$ cat src/rtl/clk_divider_prog.sv
// clk_divider_prog: multi-channel run-time programmable clock divider.
// Ports: clk, rst (async, active-low); en[NUM_CH] per-channel run enable;
//   cfg_valid/cfg_ch/cfg_div/cfg_mode config request, cfg_ready handshake,
//   cfg_err reject strobe; clk_div[NUM_CH] divided outputs, tick[NUM_CH] rise strobes.
module clk_divider_prog #(
    parameter int NUM_CH  = 2,
    parameter int CNT_W   = 16,
    parameter int DEF_DIV = 5,
    localparam int CH_W   = (NUM_CH > 1) ? $clog2(NUM_CH) : 1
) (
    input  logic              clk,
    input  logic              rst,
    input  logic [NUM_CH-1:0] en,
    input  logic              cfg_valid,
    input  logic [CH_W-1:0]   cfg_ch,
    input  logic [CNT_W-1:0]  cfg_div,
    input  logic              cfg_mode,
    output logic              cfg_ready,
    output logic              cfg_err,
    output logic [NUM_CH-1:0] clk_div,
    output logic [NUM_CH-1:0] tick
);

    localparam logic M_TOGGLE = 1'b0;
    localparam logic M_PULSE  = 1'b1;

    logic [NUM_CH-1:0] w_pend;
    logic              w_ready;
    logic              w_acc;
    logic              w_div_nz;
    logic              r_err;

    // Out-of-range channel indices never match, so ready stays low for them.
    always_comb begin
        w_ready = 1'b0;
        for (int i = 0; i < NUM_CH; i++) begin
            if (32'(cfg_ch) == i) w_ready = ~w_pend[i];
        end
    end

    assign w_acc     = cfg_valid & w_ready;
    assign w_div_nz  = |cfg_div;
    assign cfg_ready = w_ready;
    assign cfg_err   = r_err;

    always_ff @(posedge clk or negedge rst) begin
        if (!rst) r_err <= 1'b0;
        else      r_err <= w_acc & ~w_div_nz;
    end

    for (genvar g = 0; g < NUM_CH; g++) begin : g_ch
        logic [CNT_W-1:0] r_cnt;
        logic [CNT_W-1:0] r_div;
        logic [CNT_W-1:0] r_sh_div;
        logic             r_mode;
        logic             r_sh_mode;
        logic             r_pend;
        logic             r_q;
        logic             r_tick;
        logic             w_term;
        logic             w_load;
        logic             w_apply;
        logic             w_nmode;
        logic             w_nq;

        assign w_term  = (r_cnt == r_div - CNT_W'(1));
        assign w_load  = w_acc & w_div_nz & (32'(cfg_ch) == g);
        assign w_apply = r_pend & (~en[g] | w_term);
        // The terminal edge that applies a config acts in the new mode.
        assign w_nmode = r_pend ? r_sh_mode : r_mode;

        always_comb begin
            w_nq = r_q;
            if (!en[g]) begin
                w_nq = 1'b0;
            end else if (w_term) begin
                if (w_nmode == M_PULSE)
                    w_nq = 1'b1;
                else if (r_pend && r_mode == M_PULSE)
                    w_nq = 1'b1;  // PULSE->TOGGLE restarts from low
                else
                    w_nq = ~r_q;
            end else if (r_mode == M_PULSE) begin
                w_nq = 1'b0;
            end
        end

        always_ff @(posedge clk or negedge rst) begin
            if (!rst) begin
                r_cnt     <= '0;
                r_div     <= CNT_W'(DEF_DIV);
                r_mode    <= M_TOGGLE;
                r_sh_div  <= CNT_W'(DEF_DIV);
                r_sh_mode <= M_TOGGLE;
                r_pend    <= 1'b0;
                r_q       <= 1'b0;
                r_tick    <= 1'b0;
            end else begin
                r_q    <= w_nq;
                r_tick <= w_nq & ~r_q;
                if (!en[g] || w_term) r_cnt <= '0;
                else                  r_cnt <= r_cnt + CNT_W'(1);
                if (w_apply) begin
                    r_div  <= r_sh_div;
                    r_mode <= r_sh_mode;
                    r_pend <= 1'b0;
                end else if (w_load) begin
                    r_sh_div  <= cfg_div;
                    r_sh_mode <= cfg_mode;
                    r_pend    <= 1'b1;
                end
            end
        end

        assign clk_div[g] = r_q;
        assign tick[g]    = r_tick;
        assign w_pend[g]  = r_pend;
    end

endmodule
$ cat config.mk
export PLATFORM = sky130hd
export DESIGN_NAME = clk_divider_prog
export DESIGN_NICKNAME = d
export VERILOG_FILES = /design/src/rtl/clk_divider_prog.sv
export SDC_FILE = /design/constraint.sdc
export NUM_CORES = 1
export LEC_CHECK = 0
export ABC_AREA = 1
export CORE_MARGIN = 4
export CORE_UTILIZATION = 60
export CTS_BUF_LIST = sky130_fd_sc_hd__clkbuf_16
export CTS_CLUSTER_SIZE = 16
export DETAILED_ROUTE_END_ITERATION = 10
export PLACE_DENSITY = 0.84
export SLEW_MARGIN = 40
export SYNTH_ARGS = -nofsm -noshare
export SYNTH_HDL_FRONTEND = slang
export SYNTH_SLANG_ARGS = --single-unit
$ cat constraint.sdc
create_clock -name clk -period 3.6 [get_ports clk]
set_clock_uncertainty 0.15 [all_clocks]
set_input_delay 0.72 -clock clk [delete_from_list [all_inputs] [get_ports clk]]
set_output_delay 0.72 -clock clk [all_outputs]
set_load 0.05 [all_outputs]
Word level (Yosys, flattened, before mapping)

Cells that the tools add are included.

Add/sub/neg operators: 4
Equality and inequality tests: 2
Muxes and demuxes: 19
Bitwise gates (word level): 21
Reductions and logical operators: 11

Operator list:

| operator                                                              | number |
|---|---|
| 16-bit by 1-bit adder with 16-bit output (second input constant)      | 2 |
| 16-bit == test                                                        | 2 |
| 16-bit 2-to-1 mux                                                     | 2 |
| 16-bit by 1-bit subtractor with 16-bit output (second input constant) | 2 |
| 1-bit 2-to-1 mux                                                      | 17 |
| 16-bit OR reduction                                                   | 1 |
| 1-bit NOT                                                             | 10 |
| 1-bit AND                                                             | 9 |
| 2-bit AND reduction                                                   | 2 |
| 2-bit nonzero test                                                    | 2 |
| 1-bit logical AND                                                     | 2 |
| 1-bit logical NOT                                                     | 2 |
| 1-bit logical OR                                                      | 2 |
| 1-bit OR                                                              | 2 |

Register bits: 107
Bits of input ports: 23
Output and inout bits: 6
Logic and storage cells: 74

Logic depth before layout (Yosys ltp)

Gate-level depths: netlist of the first run.

Word-level depth: 7
Depth in mapped cells: 17
Mapped depth without buffers: 16

Least setup slack after synthesis of the first run

No wires, ideal clock.

Path type: input to register
Start: input port cfg_ch
End: register g_ch[0].r_sh_div[15]
Setup time: 131 ps
Arrival: 2408 ps
Required time: 3319 ps
Path slack: 911 ps
Stages: 7
Buffers on the path: 1
Cell sequence: mux2i_1 -> nand2_1 -> inv_1 -> nand3b_1 -> clkbuf_1 -> nand2_1 -> o21ai_0

Cells in the longest elaborated chain, start to end: 5
Elaborated cells on any way between the ends: 6
Classes of those cells: mux: 1; bitwise: 4; reduce/logical: 1

Ends and longest elaborated chain:

| item                              | RTL line | source |
|---|---|---|
| start, declared                   | 15       | `input logic [CH_W-1:0] cfg_ch,` |
| 1-bit 2-to-1 mux                  | 37       | `if (32'(cfg_ch) == i) w_ready = ~w_pend[i];` |
| 1-bit AND                         | 41       | `assign w_acc = cfg_valid & w_ready;` |
| 1-bit AND                         | 67       | `assign w_load = w_acc & w_div_nz & (32'(cfg_ch) == g);` |
| 1-bit AND (*)                     | 67       |  |
| 2-bit AND reduction (no line) (*) | n/a      |  |
| end signal, assigned              | 93       | `r_sh_div <= CNT_W'(DEF_DIV);` |
| end signal, assigned              | 108      | `r_sh_div <= cfg_div;` |
| end, declared                     | 54       | `logic [CNT_W-1:0] r_sh_div;` |

Every way passes the cells marked *; elsewhere a longest branch is shown, timed or not.
A chain may end at the register's enable or synchronous reset.

Worst setup path in the final report of the first run

Start: input port cfg_ch
End: output port cfg_ready

Cells in the longest elaborated chain, start to end: 1

Ends and longest elaborated chain:

| item             | RTL line | source |
|---|---|---|
| 1-bit 2-to-1 mux | 37       |  |
| end, declared    | 18       | `output logic cfg_ready,` |

No other way between the ends.

==> results of run 1 <==
-- report_power, final --
group | internal [mW] | leakage (nW) | switching, mW | total [mW]
Clock | 0.537 | 0.143 | 0.440 | 0.977
Sequential | 1.58 | 1.38 | 0.325 | 1.91
Combinational | 0.660 | 1.76 | 1.17 | 1.83
Total | 2.78 | 3.28 | 1.94 | 4.72
-- routing by layer --
| metal | track usage | up-vias |
|---|---|---|
| li1 | - | 2501 |
| met3 | 0.0397 | 17 |
| met4 | 0.0740 | 0 |
| met2 | 0.396 | 150 |
| met1 | 0.338 | 2393 |
| met5 | 0 | - |
-- worst paths after layout --
| check | from | end | slack [ns] | cells past startpoint |
|---|---|---|---|---|
| setup reg to reg | g_ch[0].r_div[0] | g_ch[0].r_div[3] | 0.75 | 15 |
| setup / recovery | cfg_ch | cfg_ready | 0.43 | 3 |
| min in group clk | g_ch[1].r_q | g_ch[1].r_tick | 0.31 | 1 |
| max in group asynchronous | rst | g_ch[1].r_sh_div[13] | 2.43 | 2 |
| hold / removal | rst | g_ch[0].r_cnt[1] | 0.21 | 1 |
| hold reg to reg | g_ch[1].r_q | g_ch[1].r_tick | 0.31 | 1 |
-- per-stage QoR --
step / power (mW) / area (sq um) / worst slack [ns] / cells
4_1_cts: 4.71 / 6520 / 0.431 / 942
3_5_place_dp: 3.71 / 6220 / 0.435 / 926
3_3_place_gp: 3.59 / 6220 / 0.444 / 926
2_1_floorplan: 3.26 / 5870 / 0.911 / 786
6_report: 4.72 / 6520 / 0.432 / 942
5_1_grt: 5.09 / 6520 / 0.371 / 942
-- cell type report --
type | count | area (sq um) | area share
multi-input cells | 562 | 2690 | 0.413
flip-flops and latches | 107 | 2690 | 0.412
inverters | 95 | 357 | 0.0547
clock buffers | 9 | 225 | 0.0345
well taps | 129 | 161 | 0.0247
repair buffers | 33 | 332 | 0.0508
clock inverters | 7 | 68.8 | 0.0106
-- state kept, by name, indices dropped and copies added (netlist names) --
signal          flops
g_ch.r_div         32
g_ch.r_sh_div      32
g_ch.r_sh_mode      2
cfg_err             1
g_ch.r_pend         2
g_ch.r_mode         2
g_ch.r_cnt         32
g_ch.r_tick         2
g_ch.r_q            2
-- cell families after synthesis --
group | count (synthesis) | synth area share
XOR/XNOR | 32 | 0.0478
flip-flops | 107 | 0.458
multiplexers | 1 | 0.00171
buffers and inverters | 117 | 0.0830
AO/OA/AOI/OAI | 54 | 0.0461
adder cells (fa/ha/maj) | 4 | 0.00853
AND/OR/NAND/NOR | 471 | 0.355
-- synthesized netlist by cell type --
cell        n  share of area
nand2_1   241           0.15
dfrtp_1    99           0.42
inv_1      93          0.060
nor2_1     81          0.052
nand3_1    74          0.063
o21ai_0    43          0.037
nor3_1     26          0.022
xor2_1     22          0.033
a21oi_1    11         0.0094
nand3b_1   11          0.014
clkbuf_1   10         0.0064
xnor2_1    10          0.015
buf_4       8          0.010
dfstp_2     8          0.036
nor2_2      7         0.0075
nand2_2     6         0.0064
nor2_4      5         0.0096
ha_1        4         0.0085
nand2_4     4         0.0077
nor4_1      4         0.0043
nand4_1     3         0.0032
and2_1      2         0.0021
buf_2       2         0.0017
buf_6       2         0.0038
inv_2       2         0.0013
nand2b_1    2         0.0021
or2_2       2         0.0021
and3_1      1         0.0011
and3b_1     1         0.0015
mux2i_1     1         0.0017
nand3_2     1         0.0017
==> results.md, run 1 <==
* Met3 wire len at 850 microns
* Sum Neg Setup Slack at 0 ns
* CP Buf/Inv Count at 2
* Cells after Synth at 786
* Die X at 107 microns
* Crit. End Element: primary output
* CTS tree: yes
* Worst-Margin Slew at 0.577 ns
* Setup crit start kind: input port
* Post-CTS Setup Bufs at 0
* Final HPWL DP at 9.42 mm
* Status: finished, final reports clean
* All-layer global routing usage at 0.244
* IO Pins at 29
* Final WL at 13.0 mm
* Vias in the first global route at 4812
* CTS H-tree depth at 3
* Die H at 107 microns
* 1st-iter DRT viols at 387
* Layout cells sized above 1 at 0.0689
* Die area at 11400 sq um
* Leak at 3.28 nW
* Worst skew pair latency at 0.35 ns
* Clock buffer depth at 2
* CP cell instances: clkdlybuf4s50_1 > mux2i_1 > clkdlybuf4s50_1
* Max-Cap Viols at 0
* Largest net degree at the start of global routing at 63
* Hold Crit Class: input port to asynchronous set/reset pin
* Root buffer cell: clkbuf_16
* Normalized max-slew margin at 0.615
* DR vias/cell at 5.37
* CP max-delay cell: clkdlybuf4s50_1
* Final hold slack at 0.210 ns
* PostCTS Resize Cnt at 0
* Fin crit share at 0.880
* Setup CP Type: input port to primary output
* RSZ-0062 raised after global routing: no
* CP top delay family: buffers and inverters
* Initial antenna violation count at 0
* Count of different cell masters after synthesis at 31
* Power Density at 724 nW/um^2
* Fillers at 774
* Top routing layer in use: met4
* # rows at 35
* Routability cong. at 0.948
* Final nets at 835
* Slew Limit Fails at 0
* Most common cell after layout, fill and taps aside: nand2_1
* Hold Vio Cnt, Final at 0
* Routed Antenna Nets at 0
* Critical Path Max Stage Delay at 0.83 ns
* Cell Area, Synth at 5870 sq um
* CTS buffer count at 9
* Post-DR wirelength/cell at 13.8 microns
* Synth-to-Final Area Change at 11.2%
* WL met1 at 5.80 mm
* Final setup viols at 0
* Clk sinks at 107
* # DRC at 0
* Critical path arrival at 2.30 ns
* Most frequent cells in the layout: nand2_1, dfrtp_1, inv_1
* Final Util at 0.696
* Crit-path most repeated cell: clkdlybuf4s50_1
* Max Fclk at 316 MHz
* Global route total overflow at 0
* Crit path max fanout at 3
* N_diodes at 0
* WL met2 at 6.17 mm
* Min Tclk post-route at 3.17 ns
* First-pass GRT wire length at 22.4 mm
* Core ar. at 9370 sq um
* Critical Path RT at 2.73 ns
* Seq cells post-synth at 107
* Syn avg cell area at 7.46 sq um
* Initial Util at 0.626
* DR vias at 5061
* I/O Buffers at 28
* Register area share after synthesis at 0.458
* Peak VDD IR at 0.407 mV
* Hold_buf cts at 0
* Syn_nets at 813
* Reg clk slew, reported paths at 0.07 ns
* First-pass detailed-route iteration total at 5
* Synth warn at 0
Note: power is estimated with default switching activity, not from simulation.
==> run 2, diff against run 1 <==
--- a/config.mk
+++ b/config.mk
@@ -11,8 +11,9 @@
 export CTS_BUF_LIST = sky130_fd_sc_hd__clkbuf_16
 export CTS_CLUSTER_SIZE = 16
 export DETAILED_ROUTE_END_ITERATION = 10
+export GPL_TIMING_DRIVEN = 0
 export PLACE_DENSITY = 0.84
-export SLEW_MARGIN = 40
+export SLEW_MARGIN = 5
 export SYNTH_ARGS = -nofsm -noshare
 export SYNTH_HDL_FRONTEND = slang
 export SYNTH_SLANG_ARGS = --single-unit
==> run 2 against run 1 <==
Effect of this change:
- clock power up 14%
- clock-buffer cell count is the same
- setup slack worse by 0.17 ns
- via count up 4.1%
- flip-flop and latch count did not move
- sequential power hardly changed
- fmax shrank 5.0%
- register-to-register slack gained 0.21 ns
- non-clock buffer count grew 18
- die area is the same
- routed wire length increased by 4.9%
- cell count up 1.8%
- critical path type unchanged
- largest power group unchanged
- highest routed layer unchanged
==> results.md, run 2 (synthesis results as in run 1) <==
* Placed cell area at 6330 sq um
* Placed cell count at 944
* Final setup viols at 0
* Critical Path Max Stage Delay at 0.87 ns
* Peak VDD IR at 0.352 mV
* Die area at 11400 sq um
* Final Worst Setup Slack at 0.267 ns
* Layout cells sized above 1 at 0.0747
* Final WL at 13.6 mm
* Crit. End Element: primary output
* Global route total overflow at 0
* # rows at 35
* CTS buffer count at 9
* Routed Antenna Nets at 0
* Critical path arrival at 2.46 ns
* DR vias/cell at 5.49
* Normalized max-slew margin at 0.521
* First-pass GRT wire length at 23.5 mm
* Status: finished, final reports clean
* # DRC at 0
* Post-DR wirelength/cell at 14.2 microns
* Final hold slack at 0.186 ns
* Slew Limit Fails at 0
* 1st-iter DRT viols at 424
* Core ar. at 9370 sq um
* I/O Buffers at 28
* Fin cells at 959
* Total Power at 4.89 mW
* Worst skew pair latency at 0.35 ns
* Power Density at 733 nW/um^2
* Max-Cap Viols at 0
* Vias in the first global route at 5074
* Initial Util at 0.626
* PostCTS Resize Cnt at 0
* Hold Crit Class: input port to asynchronous set/reset pin
* CP cell instances: clkdlybuf4s50_1 > mux2i_1 > clkdlybuf4s50_1
* Reg clk slew, reported paths at 0.07 ns
* Root buffer cell: clkbuf_16
* CP max-delay cell: clkdlybuf4s50_1
* Most common cell after layout, fill and taps aside: nand2_1
* Clk sinks at 107
* Final HPWL DP at 10.1 mm
* Routability cong. at 0.914
* IO Pins at 29
* Hold Vio Cnt, Final at 0
* Initial antenna violation count at 0
* Final nets at 853
* Dpl ws at 0.293 ns
* CTS H-tree depth at 3
* All-layer global routing usage at 0.253
* CTS tree: yes
* Setup crit start kind: input port
* CP top delay family: buffers and inverters
* Min Tclk post-route at 3.33 ns
* Hold_buf cts at 0
* DR vias at 5269
* Setup CP Type: input port to primary output
* Crit path max fanout at 3
* Post-CTS Setup Bufs at 0
* RSZ-0062 raised after global routing: no
* Die H at 107 microns
* Top flop regs: g_ch.r_cnt: 32 flops, g_ch.r_div: 32 flops, g_ch.r_sh_div: 32 flops
* First-pass detailed-route iteration total at 5
* Die X at 107 microns
* N_diodes at 0
* Largest net degree at the start of global routing at 72
* Worst-Margin Slew at 0.711 ns
* Critical Path RT at 2.73 ns
* Most frequent cells in the layout: nand2_1, dfrtp_1, inv_1
* Crit-path most repeated cell: clkdlybuf4s50_1
* Max Fclk at 300 MHz
* Fin crit share at 0.926
* CP Buf/Inv Count at 2
* Synth-to-Final Area Change at 13.6%
* Final Cell Area at 6660 sq um
* Leak at 3.35 nW
* Clock buffer depth at 2
-- run 2: through the flow --
stage                      util  TNS (ns)
after floorplan               -         0
after global placement    0.673   -216.18
after detailed placement  0.676         0
after CTS                 0.711         0
after global routing      0.711         0
final                     0.711         0
-- run 2: path summary, 6_finish.rpt --
path | from | to | slack (ns) | depth (start not counted)
worst max-delay path | cfg_ch | cfg_ready | 0.27 | 3
worst min-delay path | rst | g_ch[0].r_cnt[0] | 0.19 | 1
min in group clk | g_ch[0].r_q | g_ch[0].r_tick | 0.31 | 1
max in group asynchronous | rst | g_ch[1].r_div[0] | 2.34 | 2
worst max register to register | g_ch[0].r_div[0] | g_ch[0].r_div[9] | 0.96 | 17
worst min register to register | g_ch[0].r_q | g_ch[0].r_tick | 0.31 | 1
-- run 2: cell type report --
cell class | instances | area, sq um
fillers | 771 | 2710
multi-input cells | 562 | 2690
flip-flops and latches | 107 | 2690
inverters | 95 | 357
repair buffers | 29 | 305
clock buffers | 9 | 225
well taps | 129 | 161
plain buffers | 22 | 130
clock inverters | 6 | 105
-- run 2: worst reg2reg max path, cell delays in order, from the launching register on --
cell	delay [ns]
dfstp_2	0.58
inv_1	0.08
ha_1	0.24
nand2_1	0.10
nor2_1	0.07
nand2_1	0.09
nand2_1	0.06
nand3_1	0.07
nand2_1	0.06
nor2_1	0.14
nand2_1	0.06
nor2_1	0.16
nand2_2	0.13
nand2_4	0.14
nand2_4	0.12
buf_6	0.16
nand2_1	0.06
nand2_1	0.05
-- run 2: routing by layer --
| layer | routed length (microns) | global-route usage | share of wire | vias to the layer above |
|---|---|---|---|---|
| met2 | 6280 | 0.397 | 0.46 | 170 |
| met3 | 793 | 0.0379 | 0.058 | 19 |
| met1 | 6430 | 0.370 | 0.47 | 2534 |
| li1 | - | - | - | 2546 |
| met4 | 147 | 0.0658 | 0.011 | 0 |
| met5 | 0 | 0 | 0 | - |
-- run 2: where the power goes --
part	switching (mW)	internal [mW]	leakage (nW)
sequential	0.343	1.58	1.38
clock	0.440	0.672	0.157
combinational	1.17	0.671	1.82
total	1.96	2.93	3.35
